File: src/rtl/ack_bus_pkg.sv
// Shared ack-bus definitions: source IDs and the requester FSM state encoding.
package ack_bus_pkg;

  localparam logic [1:0] ID_MEM  = 2'b00;
  localparam logic [1:0] ID_SHA  = 2'b01;
  localparam logic [1:0] ID_AES  = 2'b10;
  localparam logic [1:0] ID_CTRL = 2'b11;

  typedef enum logic [1:0] {
    ST_IDLE = 2'b00,
    ST_REQ  = 2'b01,
    ST_GAP  = 2'b10
  } req_state_e;

endpackage

File: src/rtl/ack_bus_requester.sv
// Per-source ack-bus requester: queues completion pulses as pending acks and
// requests the shared ack bus until each one is accepted.
//
// state | meaning
// IDLE  | nothing pending, bus not requested
// REQ   | req_o high, waiting for a qualified grant
// GAP   | one-cycle bus release after an accepted ack
module ack_bus_requester
  import ack_bus_pkg::*;
#(
  parameter logic [1:0]  SOURCE_ID   = ID_MEM,
  parameter int unsigned PEND_W      = 2,
  parameter int unsigned TIMEOUT_CYC = 255
) (
  input  logic              clk,
  input  logic              rst_n,
  input  logic              done_i,
  input  logic              clr_i,
  output logic              req_o,
  input  logic              ack_ready_i,
  input  logic [1:0]        winner_source_id_i,
  input  logic              ack_event_i,
  output logic              ack_sent_o,
  output logic [PEND_W-1:0] pend_cnt_o,
  output logic              busy_o,
  output logic              overflow_o,
  output logic              timeout_o,
  output logic              proto_err_o
);

  localparam int unsigned       WAIT_W    = $clog2(TIMEOUT_CYC + 1);
  localparam logic [PEND_W-1:0] PEND_MAX  = '1;
  localparam logic [PEND_W-1:0] PEND_ONE  = PEND_W'(1);
  localparam logic [WAIT_W-1:0] WAIT_ONE  = WAIT_W'(1);
  localparam logic [WAIT_W-1:0] WAIT_LAST = WAIT_W'(TIMEOUT_CYC - 1);
  localparam logic [WAIT_W-1:0] WAIT_SAT  = WAIT_W'(TIMEOUT_CYC);

  req_state_e        r_state;
  req_state_e        w_state_nxt;
  logic              r_req;
  logic              r_ack_sent;
  logic [PEND_W-1:0] r_pend;
  logic [WAIT_W-1:0] r_wait;
  logic              r_overflow;
  logic              r_timeout;
  logic              r_proto;

  logic w_accept;
  logic w_proto_set;
  logic w_pend_nz;
  logic w_full;
  logic w_ovf_set;
  logic w_to_set;
  logic w_enter_req;

  // A grant only counts when fully qualified and we are actually requesting;
  // any other grant assertion is a protocol error.
  assign w_accept    = ack_ready_i & ack_event_i & (winner_source_id_i == SOURCE_ID) & r_req;
  assign w_proto_set = ack_ready_i & ~w_accept;
  assign w_pend_nz   = (r_pend != '0);
  assign w_full      = (r_pend == PEND_MAX);
  assign w_ovf_set   = done_i & w_full & ~w_accept;
  // Timeout fires once, on the cycle the wait count reaches the limit.
  assign w_to_set    = (r_state == ST_REQ) & ~w_accept & (r_wait == WAIT_LAST);
  assign w_enter_req = (w_state_nxt == ST_REQ) & (r_state != ST_REQ);

  // Next-state decode.
  always_comb begin
    w_state_nxt = r_state;
    case (r_state)
      ST_IDLE: if (w_pend_nz || done_i) w_state_nxt = ST_REQ;
      ST_REQ:  if (w_accept)            w_state_nxt = ST_GAP;
      ST_GAP:  w_state_nxt = (w_pend_nz || done_i) ? ST_REQ : ST_IDLE;
      default: w_state_nxt = ST_IDLE;
    endcase
  end

  // State register plus registered request and ack-sent pulse.
  always_ff @(posedge clk) begin
    if (!rst_n) begin
      r_state    <= ST_IDLE;
      r_req      <= 1'b0;
      r_ack_sent <= 1'b0;
    end else begin
      r_state    <= w_state_nxt;
      r_req      <= (w_state_nxt == ST_REQ);
      r_ack_sent <= w_accept;
    end
  end

  // Pending-ack counter; saturates at both ends, done+accept cancel out.
  always_ff @(posedge clk) begin
    if (!rst_n) begin
      r_pend <= '0;
    end else if (done_i && !w_accept && !w_full) begin
      r_pend <= r_pend + PEND_ONE;
    end else if (w_accept && !done_i && w_pend_nz) begin
      r_pend <= r_pend - PEND_ONE;
    end
  end

  // Grant wait counter: restarts on every entry to REQ, saturates at the limit.
  always_ff @(posedge clk) begin
    if (!rst_n) begin
      r_wait <= '0;
    end else if (w_enter_req) begin
      r_wait <= '0;
    end else if ((r_state == ST_REQ) && !w_accept && (r_wait != WAIT_SAT)) begin
      r_wait <= r_wait + WAIT_ONE;
    end
  end

  // Sticky flags; a set condition in the same cycle beats clr_i.
  always_ff @(posedge clk) begin
    if (!rst_n) begin
      r_overflow <= 1'b0;
      r_timeout  <= 1'b0;
      r_proto    <= 1'b0;
    end else begin
      r_overflow <= w_ovf_set   | (r_overflow & ~clr_i);
      r_timeout  <= w_to_set    | (r_timeout  & ~clr_i);
      r_proto    <= w_proto_set | (r_proto    & ~clr_i);
    end
  end

  assign req_o       = r_req;
  assign ack_sent_o  = r_ack_sent;
  assign pend_cnt_o  = r_pend;
  assign busy_o      = (r_state != ST_IDLE);
  assign overflow_o  = r_overflow;
  assign timeout_o   = r_timeout;
  assign proto_err_o = r_proto;

endmodule

File: config.mk
export PLATFORM = sky130hd
export DESIGN_NAME = ack_bus_requester
export DESIGN_NICKNAME = d
export VERILOG_FILES = /design/src/rtl/ack_bus_pkg.sv /design/src/rtl/ack_bus_requester.sv
export SDC_FILE = /design/constraint.sdc
export NUM_CORES = 1
export LEC_CHECK = 0
export CORE_UTILIZATION = 53
export DETAILED_ROUTE_END_ITERATION = 8
export PLACE_DENSITY_LB_ADDON = 0.08
export SLEW_MARGIN = 20
export SYNTH_ARGS = -nofsm -noshare
export SYNTH_HDL_FRONTEND = slang
export SYNTH_SLANG_ARGS = --single-unit
File: constraint.sdc
create_clock -name clk -period 2.5 [get_ports clk]
set_input_delay 0.75 -clock clk [delete_from_list [all_inputs] [get_ports clk]]
set_output_delay 0.75 -clock clk [all_outputs]
set_load 0.01 [all_outputs]
======== Yosys cells after proc, flatten, opt, wreduce, memory -nomap -nowiden ========
Cells that the tools add are included.
word-level totals
  register bits ........................... 17
  output and inout bits ................... 8
  word-level logic and storage cells ...... 58
  bits of input ports ..................... 8
operators by class
  reductions and logical operators ........ 16
  $add $sub $neg .......................... 3
  multiplexer cells ....................... 6
  bitwise logic cells ..................... 18
  equal/unequal tests ..................... 7
operators by type and width
  kind                                                   count
  AND 1 bit                                              12
  adder 8 x 1 -> 8 bit, second input constant            1
  equality test 8 bit, second input constant             1
  2-to-1 mux 2 bit                                       4
  inequality test 8 bit, second input constant           1
  logical AND 1 bit                                      6
  one-hot mux 2 bit (3 select lines)                     1
  nonzero test 2 bit                                     3
  equality test 2 x 1 -> 1 bit, second input constant    2
  equality test 2 bit, second input constant             2
  logical NOT 2 bit                                      2
  logical NOT 1 bit                                      3
  NOT 1 bit                                              3
  bitwise OR 1 bit                                       3
  adder 2 x 1 -> 2 bit, second input constant            1
  inequality test 2 x 1 -> 1 bit, second input constant  1
  OR reduction 2 bit                                     1
  subtractor 2 x 1 -> 2 bit, second input constant       1
  logical OR 1 bit                                       1
  2-to-1 mux 1 bit                                       1

======== Logic depth before layout (Yosys ltp) ========
Gate-level depths: netlist of the first run.
  word-level depth ........................ 8
  depth in mapped cells ................... 5
  depth with buffers taken out ............ 5

======== Worst setup path after synthesis of the first run ========
OpenSTA, ideal clock, no wires.
  path kind ............................... input-to-reg
  start point ............................. input winner_source_id_i[0]
  end point ............................... register r_overflow, in the netlist overflow_o
  path slack .............................. 0.739 ns
  arrival time ............................ 1.643 ns
  setup time .............................. 0.117 ns
  cell stages on the path ................. 5
  cells stage by stage .................... nand4bb_2 > or2_1 > clkbuf_1 > a41oi_1 > nor2_1
between the ends
  cells in the longest elaborated chain, start to end .. 6
RTL lines
  element                 RTL line                  text
  from (decl)             ack_bus_requester.sv:21   input logic [1:0] winner_source_id_i,
  logical NOT 2 bit       ack_bus_requester.sv:58   assign w_accept = ack_ready_i & ack_event_i & (winner_source_id_i == SOURCE_ID) & r_req;
  AND 1 bit (2 in a row)  ack_bus_requester.sv:58
  NOT 1 bit               ack_bus_requester.sv:62   assign w_ovf_set = done_i & w_full & ~w_accept;
  AND 1 bit               ack_bus_requester.sv:62
  bitwise OR 1 bit        ack_bus_requester.sv:120  r_overflow <= w_ovf_set | (r_overflow & ~clr_i);
  to (signal assigned)    ack_bus_requester.sv:120
  to (decl)               ack_bus_requester.sv:44   logic r_overflow;
Every way passes these cells.
A chain may end at the register's enable or synchronous reset.

======== Worst setup path in the final report of the first run ========
  start point ............................. register r_state[0]
  end point ............................... output busy_o
between the ends
  cells in the longest elaborated chain, start to end .. 1
RTL lines
  element                 RTL line                  text
  from (decl)             ack_bus_requester.sv:38   req_state_e r_state;
  from (signal assigned)  ack_bus_requester.sv:85   r_state <= w_state_nxt;
  nonzero test 2 bit      ack_bus_requester.sv:129  assign busy_o = (r_state != ST_IDLE);
  to (decl)               ack_bus_requester.sv:25   output logic busy_o,
Every way passes these cells.

==> results of run 1 <==
-- sequential cells by signal, summed over array words and instances (netlist names) --
signal / cells
r_state: 2
pend_cnt_o: 2
req_o: 1
r_wait: 8
timeout_o: 1
proto_err_o: 1
ack_sent_o: 1
overflow_o: 1
-- power groups by stage --
stage / Combinational (uW) / Clock, uW / Sequential [uW]
floorplan: 47.5 / 0 / 301
global placement: 88.2 / 0 / 300
detailed placement: 90.7 / 0 / 300
CTS: 90.7 / 147 / 294
global route: 102 / 156 / 296
finish: 90.5 / 141 / 294
-- layout make-up --
type | count | area [sq um] | area share [%]
timing repair buffer | 17 | 165.2 | 16.22
inverter | 5 | 18.77 | 1.843
multi-input combinational | 71 | 449.2 | 44.10
sequential | 17 | 340.3 | 33.42
clock buffer | 4 | 26.28 | 2.580
tap | 15 | 18.77 | 1.843
-- worst register-to-register path, stage by stage (launching register included) --
cell,delay (ns)
dfxtp_1,0.44
ha_1,0.27
nand3_1,0.14
nor3_1,0.41
o21ai_0,0.15
a21oi_1,0.15
-- metal layers --
metal	global-route usage (%)	part of all wire, %	vias up
met5	0	0	-
met4	9.677	1.8	0
met3	9.574	6.7	5
met2	37.11	45	25
met1	31.17	47	343
li1	-	-	394
-- layout by cell type (no fill, tap or decap), types with 2 or more instances in the layout --
| cell type | n |
|---|---|
| or4_1 | 3 |
| nor2_1 | 7 |
| a21oi_1 | 10 |
| nand3_1 | 4 |
| clkbuf_4 | 3 |
| inv_1 | 4 |
| o21ai_0 | 2 |
| nand2b_1 | 3 |
| and2_1 | 2 |
| dfxtp_1 | 17 |
| nor2b_1 | 2 |
| nor3_1 | 3 |
| o21ai_1 | 3 |
| a211oi_1 | 2 |
| a41oi_1 | 2 |
| nand4_1 | 3 |
| clkdlybuf4s50_1 | 15 |
| ha_1 | 2 |
| o31ai_1 | 3 |
| buf_4 | 2 |
| nand2_1 | 4 |
| a311oi_1 | 2 |
-- cells by family after synthesis --
logic type,synth area share [%]
buf+inv,3.956
mux,1.218
fa+ha+maj,3.044
compound gates,22.68
flops,41.40
simple gates,27.70
-- worst min path at each step --
stage,from,end,slack [ns],cells past startpoint
finish,timeout_o,timeout_o,0.50,2
global route,timeout_o,timeout_o,0.53,2
CTS,timeout_o,timeout_o,0.51,2
detailed placement,timeout_o,timeout_o,0.49,2
global placement,timeout_o,timeout_o,0.46,2
floorplan,r_wait[5],r_wait[5],0.47,2
-- metrics by stage --
stage	power [uW]	cell area, sq um	utilization [%]	setup WS, ns
after detailed placement	391.0	992.2	72.62	0.2269
after CTS	531.4	1018	74.54	0.3697
after global placement	388.2	992.2	72.62	0.2746
after global routing	553.4	1018	74.54	0.3078
final	525.7	1018	74.54	0.3835
after floorplan	348.1	822.0	-	0.7394
==> impl_metrics.toml, run 1 <==
[critical_path]
worstPathMaxFanout = 4
critPathTopFamily = "buffers and inverters"
worst-path-stages = 2
setup.worst_path.end_class = "output port"
critPathBufInv = 1
rrSetupSlack_ns = 0.87
slowest_stage = "clkdlybuf4s50_1"
cp_slowest_stage_delay_ns = 0.48
worstRegToRegCells = 5
r2r_start = "r_wait[1]"
crit_type = "register to output port"
cp.required_ns = 1.75
crit_path_start = "r_state[0]"
cp_cell_sequence = "or2_2 -> clkdlybuf4s50_1"
worstPathArrival_ns = 1.37
rr_endpoint = "r_wait[0]"
startpoint_type = "register"
setup.worst_path.end = "busy_o"

[clock_tree]
clk_pin_slew_ns = 0.08
clk_path_buf_depth = 2
clock_sinks = 17
postCtsSetupRepairBufs = 0
cts_made_buffers = 3
root_buffer = "clkbuf_4"
cts_hold_buf = 0
cts_htree_levels = 1
cts_tree = "yes"
cts_resized = 0
clkLatencyLatePin_ns = 0.29

[yosys]
yosys-top-cells-count = "17 x dfxtp_1, 10 x a21oi_1, 7 x nor2_1"
synth_edf_count = 0
ys_ff_latch = 17
syn_area_sq_um = 822.0
synth_largest_area_cell = "dfxtp_1"
synthArstFlopShare_pct = 0
yosysMostFrequentCell = "dfxtp_1"
ys_types = 36
avgSynthCellArea_sq_um = 8.563
ys_warn_count = 0
ys_top_cells_by_area = "dfxtp_1 41%, a21oi_1 6.1%, nor2_1 3.2%"
synth_nets = 106
postSynthCellCount = 96
ys_seq_area_share_pct = 41.40
synth_top_area_share_pct = 41.40
synth_flop_cell = "dfxtp_1"

[final_layout]
layout.nets = 125
fillers = 108
antenna_cells = 0
syn2layout_area_growth_pct = 23.90
drive_above_1_share_pct = 8.772
final_cells = 129

[timing]
whs_ns = 0.5008
setup_violations = 0
hold_viol = 0
period_minus_slack_ns = 2.116
fmax_mhz = 472.5
rsz0062_at_grt = "no"
period_share_pct = 84.66
worstMarginPinSlew_ns = 0.4811
maxSlewHeadroom_pct = 67.68
slew_violations = 0
skew_ns = 0.005993
finalSetupTns_ns = 0

[pwr]
seq_power_share_pct = 56.0
clockPowerShare_pct = 26.8
p_int_uw = 390.5
powerDensity_nw_per_um2 = 516.1
p_leak_uw = 0.0003448
swShare_pct = 25.72
combinationalPowerShare_pct = 17.2
ir_worst_vdd_uv = 312.6
power.switching_uw = 135.2

[placement]
portBuffers = 15
dp_hpwl_um = 1334
gp_congestion = 0.8134
placed_cells = 125

[run]
maxCapViolCount = 0

[route]
dr.pass1.iters = 4
drt-initial-drc-count = 19
route.detailed.drc = 0
num_vias = 767
ant_nets = 0
wl_um = 1708
wire_per_inst_um = 13.24
vias_per_cell = 5.946

[global_route]
grt_max_degree = 11
gr-total-overflow = 0
antenna_found_initial = 0
grt_pass1_vias = 617
grt_pass1_wl_um = 2649
grtUsageTotal_pct = 24.56

[floorplan]
die_h_um = 41.38
core_area_sq_um = 1366
io_pins = 16
die_area_sq_um = 1712
chipWidth_um = 41.38
fp-row-count = 13
initial_core_util_pct = 60.16

[outcome]
status = "finished, final reports clean"

[min_path]
min_path_type = "register to register"
(Power assumes the default switching activity.)
==> inputs of run 2 (changes only) <==
--- a/config.mk
+++ b/config.mk
@@ -5,7 +5,7 @@
 export SDC_FILE = /design/constraint.sdc
 export NUM_CORES = 1
 export LEC_CHECK = 0
-export CORE_UTILIZATION = 53
+export CORE_UTILIZATION = 44
 export DETAILED_ROUTE_END_ITERATION = 8
 export PLACE_DENSITY_LB_ADDON = 0.08
 export SLEW_MARGIN = 20
==> constraint.sdc (replaced) <==
create_clock -name clk -period 1.8 [get_ports clk]
set_input_delay 0.54 -clock clk [delete_from_list [all_inputs] [get_ports clk]]
set_output_delay 0.54 -clock clk [all_outputs]
set_load 0.01 [all_outputs]
==> run 2 against run 1 <==
Clock skew shrank 0.00092 ns; count of clock-buffer cells in the layout shrank 1; combinational power grew 45%; largest power group unchanged; highest routed layer unchanged.
==> impl_metrics.toml, run 2 (synthesis results as in run 1) <==
[outcome]
status = "finished, final reports clean"

[clock_tree]
clk_path_buf_depth = 2
clkLatencyLatePin_ns = 0.29
clk_pin_slew_ns = 0.10
root_buffer = "clkbuf_4"
cts_made_buffers = 3
cts_resized = 3
clock_sinks = 17
cts_hold_buf = 0
cts_tree = "yes"
postCtsSetupRepairBufs = 0
cts_htree_levels = 1

[final_layout]
regMostFlops = "r_wait"
fillers = 154
antenna_cells = 0
seqCellArea_sq_um = 347.8
layout_commonest_cell = "dfxtp_1"
largest_register_ffs = 8
mostFrequentLayoutCells = "15 x dfxtp_1, 14 x clkdlybuf4s50_1, 10 x a21oi_1"
layout.nets = 128
drive_above_1_share_pct = 13.68
multiInputGateArea_sq_um = 449.2
syn2layout_area_growth_pct = 29.07

[global_route]
grtUsageTotal_pct = 18.39
gr-total-overflow = 0
antenna_found_initial = 0
grt_pass1_vias = 616
grt_max_degree = 11
grt_pass1_wl_um = 2711

[timing]
worstMarginPinSlew_ns = 0.6494
rsz0062_at_grt = "no"
maxSlewHeadroom_pct = 56.41
whs_ns = 0.4758
slew_violations = 0
period_share_pct = 97.48
setup_violations = 0
finalSetupTns_ns = 0
period_minus_slack_ns = 1.755
hold_viol = 0
fmax_mhz = 569.9
skew_ns = 0.005072

[critical_path]
cp_slowest_stage_delay_ns = 0.53
slowest_stage = "clkdlybuf4s50_1"
cp.required_ns = 1.26
worstPathArrival_ns = 1.21
worstPathMaxFanout = 6
crit_type = "register to output port"
startpoint_type = "register"
setup.worst_path.end_class = "output port"
critPathTopFamily = "buffers and inverters"
critPathBufInv = 1
cp_cell_sequence = "clkdlybuf4s50_1"

[pwr]
p_leak_uw = 0.0003658
powerDensity_nw_per_um2 = 700.9
ir_worst_vdd_uv = 432.2

[placement]
gp_congestion = 0.8449
portBuffers = 15
dp_hpwl_um = 1309

[route]
route.detailed.drc = 0
wl_um = 1736
num_vias = 785
drt-initial-drc-count = 28
vias_per_cell = 5.528
wire_per_inst_um = 12.23
dr.pass1.iters = 4
ant_nets = 0

[floorplan]
core_area_sq_um = 1745
chipWidth_um = 45.23
initial_core_util_pct = 47.10
die_area_sq_um = 2045
fp-row-count = 15
die_h_um = 45.23
io_pins = 16

[min_path]
min_path_type = "register to register"

[run]
maxCapViolCount = 0
==> run 2: cell types whose count changed in the layout (fill, tap and decap cells not counted), sizes merged <==
cell / delta
buf: +3
clkbuf: -1
clkdlybuf4s50: -1
clkinv: +1
dlygate4sd2: +1
==> run 2: final timing paths <==
path | from | end | slack [ns] | depth (start not counted)
setup / recovery | pend_cnt_o[1] | pend_cnt_o[1] | 0.05 | 1
hold / removal | timeout_o | timeout_o | 0.48 | 2
setup reg to reg | r_wait[0] | r_wait[0] | 0.17 | 5
hold reg to reg | timeout_o | timeout_o | 0.48 | 2
==> run 2: metrics by stage <==
step | util [%] | power (uW) | worst slack (ns) | instances | area [sq um]
floorplan | - | 483.5 | 0.2494 | 96 | 822.0
global route | 60.79 | 787.4 | 0.002657 | 142 | 1061
CTS | 60.50 | 755.3 | 0.01236 | 142 | 1056
finish | 60.79 | 743.7 | 0.04537 | 142 | 1061
detailed placement | 58.85 | 548.1 | -0.2482 | 138 | 1027
global placement | 58.85 | 545.7 | -0.1973 | 138 | 1027
==> run 2: cell type report <==
class	count	area share, %
multi-input combinational	71	42.33
inverter	5	1.769
tap	25	2.948
timing repair buffer	20	17.57
sequential	17	32.78
clock buffer	3	2.123
clock inverter	1	0.4717
==> run 2: power breakdown <==
| group | switching (uW) | total [uW] | internal, uW | leakage [uW] |
|---|---|---|---|---|
| logic | 64.5 | 131 | 66.9 | 0.000208 |
| clock network | 123 | 205 | 82.7 | 0.0000177 |
| registers | 15.1 | 407 | 392 | 0.000140 |
| total | 202 | 744 | 541 | 0.000366 |
==> run 2: metal layers <==
layer,wire length (um),vias to the layer above,track usage (%),part of all wire [%]
li1,-,399,-,-
met1,905,352,27.76,52
met2,717,30,24.35,41
met3,82,4,3.600,4.7
met4,31,0,9.091,1.8
met5,0,-,0,0
==> RTL edit 1 (settings of run 2) <==
Register the output `timeout_o` once more, without a reset; this adds one clock of latency there. The other outputs are not delayed to match.
--- a/src/rtl/ack_bus_requester.sv
+++ b/src/rtl/ack_bus_requester.sv
@@ -128,7 +128,9 @@
   assign pend_cnt_o  = r_pend;
   assign busy_o      = (r_state != ST_IDLE);
   assign overflow_o  = r_overflow;
-  assign timeout_o   = r_timeout;
+  always_ff @(posedge clk) begin
+    timeout_o <= r_timeout;
+  end
   assign proto_err_o = r_proto;
 
 endmodule
Function: same outputs for any inputs over 10 cycles, from zero or initial values and one cycle with rst_n low; that may be too few to reach the edited logic, so the function may still have changed.
==> RTL edit 1 against run 2 <==
Clock power fell by 7%; sequential cell count increased by 1; final area up 4.5%; utilization increased by 2.0 points; setup slack improved by 0.00076 ns; power up 2.4%; area after synthesis is 2.4% higher; synthesized cell count is 1.0% higher; critical path depth did not move; routed wire length rose by 3.4%; register-to-register slack improved by 0.06 ns; via count increased by 0.89%; fmax is essentially flat.
==> RTL edit 1: results (changes against run 2) <==
Antenna violations before repair - 0 (unchanged)
CP max stage cell - clkdlybuf4s50_1 (unchanged)
Vias per cell - 5.42 (was 5.53)
Seq/Total Area, Yosys - 0.428 (was 0.414)
Clock skew - 0.00697 ns (was 0.00507 ns)
DRT iter0 DRCs - 30 (was 28)
Drt wl/cell - 12.3 µm (was 12.2 µm)
Max transition margin - 0.663 (was 0.564)
Xor/xnor cell area share of the yosys netlist - 0 (unchanged)
Ys flop type - dfxtp_1 (unchanged)
Fraction of layout cells with a size suffix above 1 - 0.165 (was 0.137)
Worst min path class - flip-flop to flip-flop (unchanged)
Root Buffer - clkbuf_4 (unchanged)
Warnings, synthesis - 0 (unchanged)
Dpl ws - -0.223 ns (was -0.248 ns)
Detail Route met2 WL - 748 µm (was 717 µm)
Resized Gates After CTS - 2 (was 3)
Unique masters post-synth - 36 (unchanged)
Top Metal Used - met4 (unchanged)
Met1 wire length - 897 µm (was 905 µm)
Fin nets - 133 (was 128)
Post-DP HPWL - 1340 µm (was 1310 µm)
Worst skew pair latency - 0.29 ns (about the same)
Largest register by flop count - r_wait (unchanged)
Final worst slack - 0.0461 ns (was 0.0454 ns)
Post-layout instance count excluding filler cells - 146 (was 142)
Max reg flops - 8 (unchanged)
Post-synthesis mux area share - 0.0119 (was 0.0122)
Adder-Cell Fraction of Synth Area - 0.0297 (was 0.0304)
WL met3 - 122 µm (was 82 µm)
Placed cell area - 1080 µm² (was 1030 µm²)
Run status - finished clean (unchanged)
Post-synth top cells - 18 x dfxtp_1, 10 x a21oi_1, 7 x nor2_1 (was 17 x dfxtp_1, 10 x a21oi_1, 7 x nor2_1)
Routability cong. - 0.909 (was 0.845)
Worst-path fanout max - 2 (was 6)
CP peak stage delay - 0.55 ns (was 0.53 ns)
Net Count, Synth - 107 (was 106)
Cell Count Post-Placement - 143 (was 138)
CP delay by family, top - buffers and inverters (unchanged)
Clk slew on worst S/H paths - 0.09 ns
Mean Syn Cell Area - 8.68 µm² (was 8.56 µm²)
Complex-gate fraction of the synthesized area - 0.221 (was 0.227)
CTS max path bufs - 2 (unchanged)
All-layer global routing usage - 0.203 (was 0.184)
Filler cells - 167 (was 154)
Largest cells by area after synthesis - dfxtp_1 43%, a21oi_1 5.9%, nor2_1 3.1% (was dfxtp_1 41%, a21oi_1 6.1%, nor2_1 3.2%)
Max VDD drop - 0.524 mV (was 0.432 mV)
Number of global-route vias before repair - 665 (was 616)
Antenna diodes - 0 (unchanged)
Flop2flop setup slack - 0.23 ns (was 0.17 ns)
Port bufs - 15 (unchanged)
Critical path arrival - 1.21 ns (about the same)
P_leak - 0.000403 µW (was 0.000366 µW)
First-pass GRT wire length - 3040 µm (was 2710 µm)
RTL edit 1: cell count changes after synthesis, sizes merged:
cell	run 2	this run
dfxtp	17	18
RTL edit 1: per-layer routing:
metal  up-vias  GRT usage
li1        412          -
met1       343      0.317
met2        33      0.251
met3         4     0.0635
met4         0     0.0765
met5         -          0
RTL edit 1: worst paths after layout:
path | from | to | cells past startpoint
max | pend_cnt_o[1] | pend_cnt_o[1] | 1
min reg2reg | r_timeout | timeout_o | 0
min | r_timeout | timeout_o | 0
max reg2reg | r_wait[0] | r_wait[3] | 5
RTL edit 1: cell type report:
type                       instances  area [µm²]  area share
sequential                        18         362       0.326
inverter                           5        18.8      0.0169
clock buffer                       3        22.5      0.0203
tap                               25        31.3      0.0282
timing repair buffer              24         219       0.198
multi-input combinational         71         455       0.411
RTL edit 1: cell families after synthesis:
kind of cell             after synthesis
AND/OR/NAND/NOR                       39
AO/OA/AOI/OAI                         29
flip-flops                            18
buffers and inverters                  8
adder cells (fa/ha/maj)                2
multiplexers                           1
RTL edit 1: power by group:
group          total (µW)  switching (µW)  leakage [µW]  internal, µW
registers             427            12.9      0.000147           414
clock network         190             112     0.0000138          77.8
logic                 144            69.4      0.000243          74.9
RTL edit 1: per-stage QoR:
stage          utilization  hold slack [ns]  total power (µW)
6_report             0.628            0.359               761
3_5_place_dp         0.611            0.350               582
2_1_floorplan            -            0.332               506
4_1_cts              0.623            0.364               769
3_3_place_gp         0.611            0.342               578
5_1_grt              0.628            0.371               804
==> RTL edit 2 (settings of run 2) <==
Without the edit above. Set the parameter `TIMEOUT_CYC` to 510 (it was 255).
--- a/src/rtl/ack_bus_requester.sv
+++ b/src/rtl/ack_bus_requester.sv
@@ -10,7 +10,7 @@
 #(
   parameter logic [1:0]  SOURCE_ID   = ID_MEM,
   parameter int unsigned PEND_W      = 2,
-  parameter int unsigned TIMEOUT_CYC = 255
+  parameter int unsigned TIMEOUT_CYC = 510
 ) (
   input  logic              clk,
   input  logic              rst_n,
Behaviour: same outputs for any inputs over 10 cycles, from zero or initial values and one cycle with rst_n low; that may be too few to reach the edited logic, so the function may still have changed.
==> RTL edit 2 against run 2 <==
Clock skew down 0.0043 ns; via count rose by 15%; final area is 16% higher; sequential cell count up 1; clock power rose by 26%; setup slack is essentially flat; die area is 9.7% higher; worst hold slack better by 0.048 ns; routed wire length increased by 25%; register-to-register slack better by 0.13 ns; non-clock buffer count up 5; area after synthesis increased by 10%; power is 11% higher; critical path type unchanged; highest routed layer unchanged.
==> RTL edit 2: results (changes against run 2) <==
Seq/Total Area, Yosys - 0.398 (was 0.414)
H-tree Lvls - 1 (unchanged)
WL final - 2180 µm (was 1740 µm)
First-pass GRT wire length - 3200 µm (was 2710 µm)
P_leak - 0.000494 µW (was 0.000366 µW)
Largest register by flop count - r_wait (unchanged)
All-layer global routing usage - 0.213 (was 0.184)
Placed cell area - 1160 µm² (was 1030 µm²)
Ys flop type - dfxtp_1 (unchanged)
Clk slew on worst S/H paths - 0.11 ns
Antenna diodes - 0 (unchanged)
Max VDD drop - 0.417 mV (was 0.432 mV)
Net Count, Synth - 114 (was 106)
Switch Pwr - 217 µW (was 202 µW)
Antenna violations before repair - 0 (unchanged)
Fraction of layout cells with a size suffix above 1 - 0.182 (was 0.137)
Met1 Use GR - 0.249 (was 0.278)
Routed vias - 902 (was 785)
Max transition margin - 0.761 (was 0.564)
Post-synth ARST share - 0 (unchanged)
Port bufs - 15 (unchanged)
CP max stage cell - clkdlybuf4s50_1 (unchanged)
Fin nets - 144 (was 128)
Routing usage on met2 - 0.348 (was 0.243)
Routability cong. - 0.854 (was 0.845)
Critical path arrival - 1.21 ns (about the same)
Clock buffer count from CTS - 3 (unchanged)
Vias per cell - 5.67 (was 5.53)
CP peak stage delay - 0.54 ns
DRT iter0 DRCs - 28 (unchanged)
Cells after Synth - 103 (was 96)
Worst min path class - flip-flop to flip-flop (unchanged)
Number of global-route vias before repair - 768 (was 616)
Run status - finished clean (unchanged)
Max reg flops - 9 (was 8)
Worst-path fanout max - 5 (was 6)
Largest net degree at the start of global routing - 11 (unchanged)
Root Buffer - clkbuf_4 (unchanged)
Largest cells by area after synthesis - dfxtp_1 40%, a21oi_1 5.0%, ha_1 4.1% (was dfxtp_1 41%, a21oi_1 6.1%, nor2_1 3.2%)
Warnings, synthesis - 0 (unchanged)
Unique masters post-synth - 38 (was 36)
Post-DP HPWL - 1630 µm (was 1310 µm)
CP delay by family, top - buffers and inverters (unchanged)
Worst skew pair latency - 0.30 ns
Met3 Track Usage GR - 0.0500 (was 0.0360)
CTS max path bufs - 2 (unchanged)
Clock skew - 0.000724 ns (was 0.00507 ns)
First-pass detailed-route iteration total - 4 (unchanged)
Post-synth top cells - 18 x dfxtp_1, 9 x a21oi_1, 7 x nand2_1 (was 17 x dfxtp_1, 10 x a21oi_1, 7 x nor2_1)
[RTL edit 2: kinds of logic (layout without fill, tap and decap cells)]
kind of cell	count (synthesis)	in the layout	share of synthesized area
AO/OA/AOI/OAI	29	29	0.227
buffers and inverters	6	35	0.0249
AND/OR/NAND/NOR	46	46	0.298
flip-flops	18	18	0.398
adder cells (fa/ha/maj)	3	3	0.0414
multiplexers	1	1	0.0111
[RTL edit 2: power by group through the flow]
stage | logic (µW) | clock network [µW] | registers [µW]
3_5_place_dp | 141 | 0 | 438
2_1_floorplan | 58.9 | 0 | 439
3_3_place_gp | 139 | 0 | 437
5_1_grt | 153 | 280 | 433
4_1_cts | 138 | 265 | 430
6_report | 140 | 259 | 430
[RTL edit 2: layout make-up]
class                   instances  area, µm²
inverters                       6       22.5
fillers                       185        713
repair buffers                 25        231
clock buffers                   4       36.3
flip-flops and latches         18        365
well taps                      27       33.8
multi-input cells              79        539
[RTL edit 2: worst paths after layout]
path	from	end	slack [ns]	cells past startpoint
setup / recovery	pend_cnt_o[0]	pend_cnt_o[0]	0.05	1
hold / removal	r_wait[6]	r_wait[6]	0.52	2
setup reg to reg	r_wait[0]	r_wait[7]	0.30	6
hold reg to reg	r_wait[6]	r_wait[6]	0.52	2
[RTL edit 2: what timing repair did]
| action | CTS | global route |
|---|---|---|
| buffers inserted | 0 | 0 |
| setup endpoints to repair | 3 | 5 |
| resized for setup | 4 | 8 |
| hold buffers | 0 | 0 |
| pin swaps | 0 | 2 |
[RTL edit 2: through the flow]
stage / utilization / hold WS, ns / setup slack (ns)
floorplan: - / 0.468 / 0.315
global placement: 0.600 / 0.489 / -0.291
detailed placement: 0.600 / 0.505 / -0.302
CTS: 0.619 / 0.521 / 0.0123
global route: 0.633 / 0.541 / 0.00743
finish: 0.633 / 0.523 / 0.0458
[RTL edit 2: per-layer routing]
layer,vias to the layer above,part of all wire
li1,448,-
met4,0,0.030
met5,-,0
met1,417,0.47
met2,29,0.45
met3,8,0.051
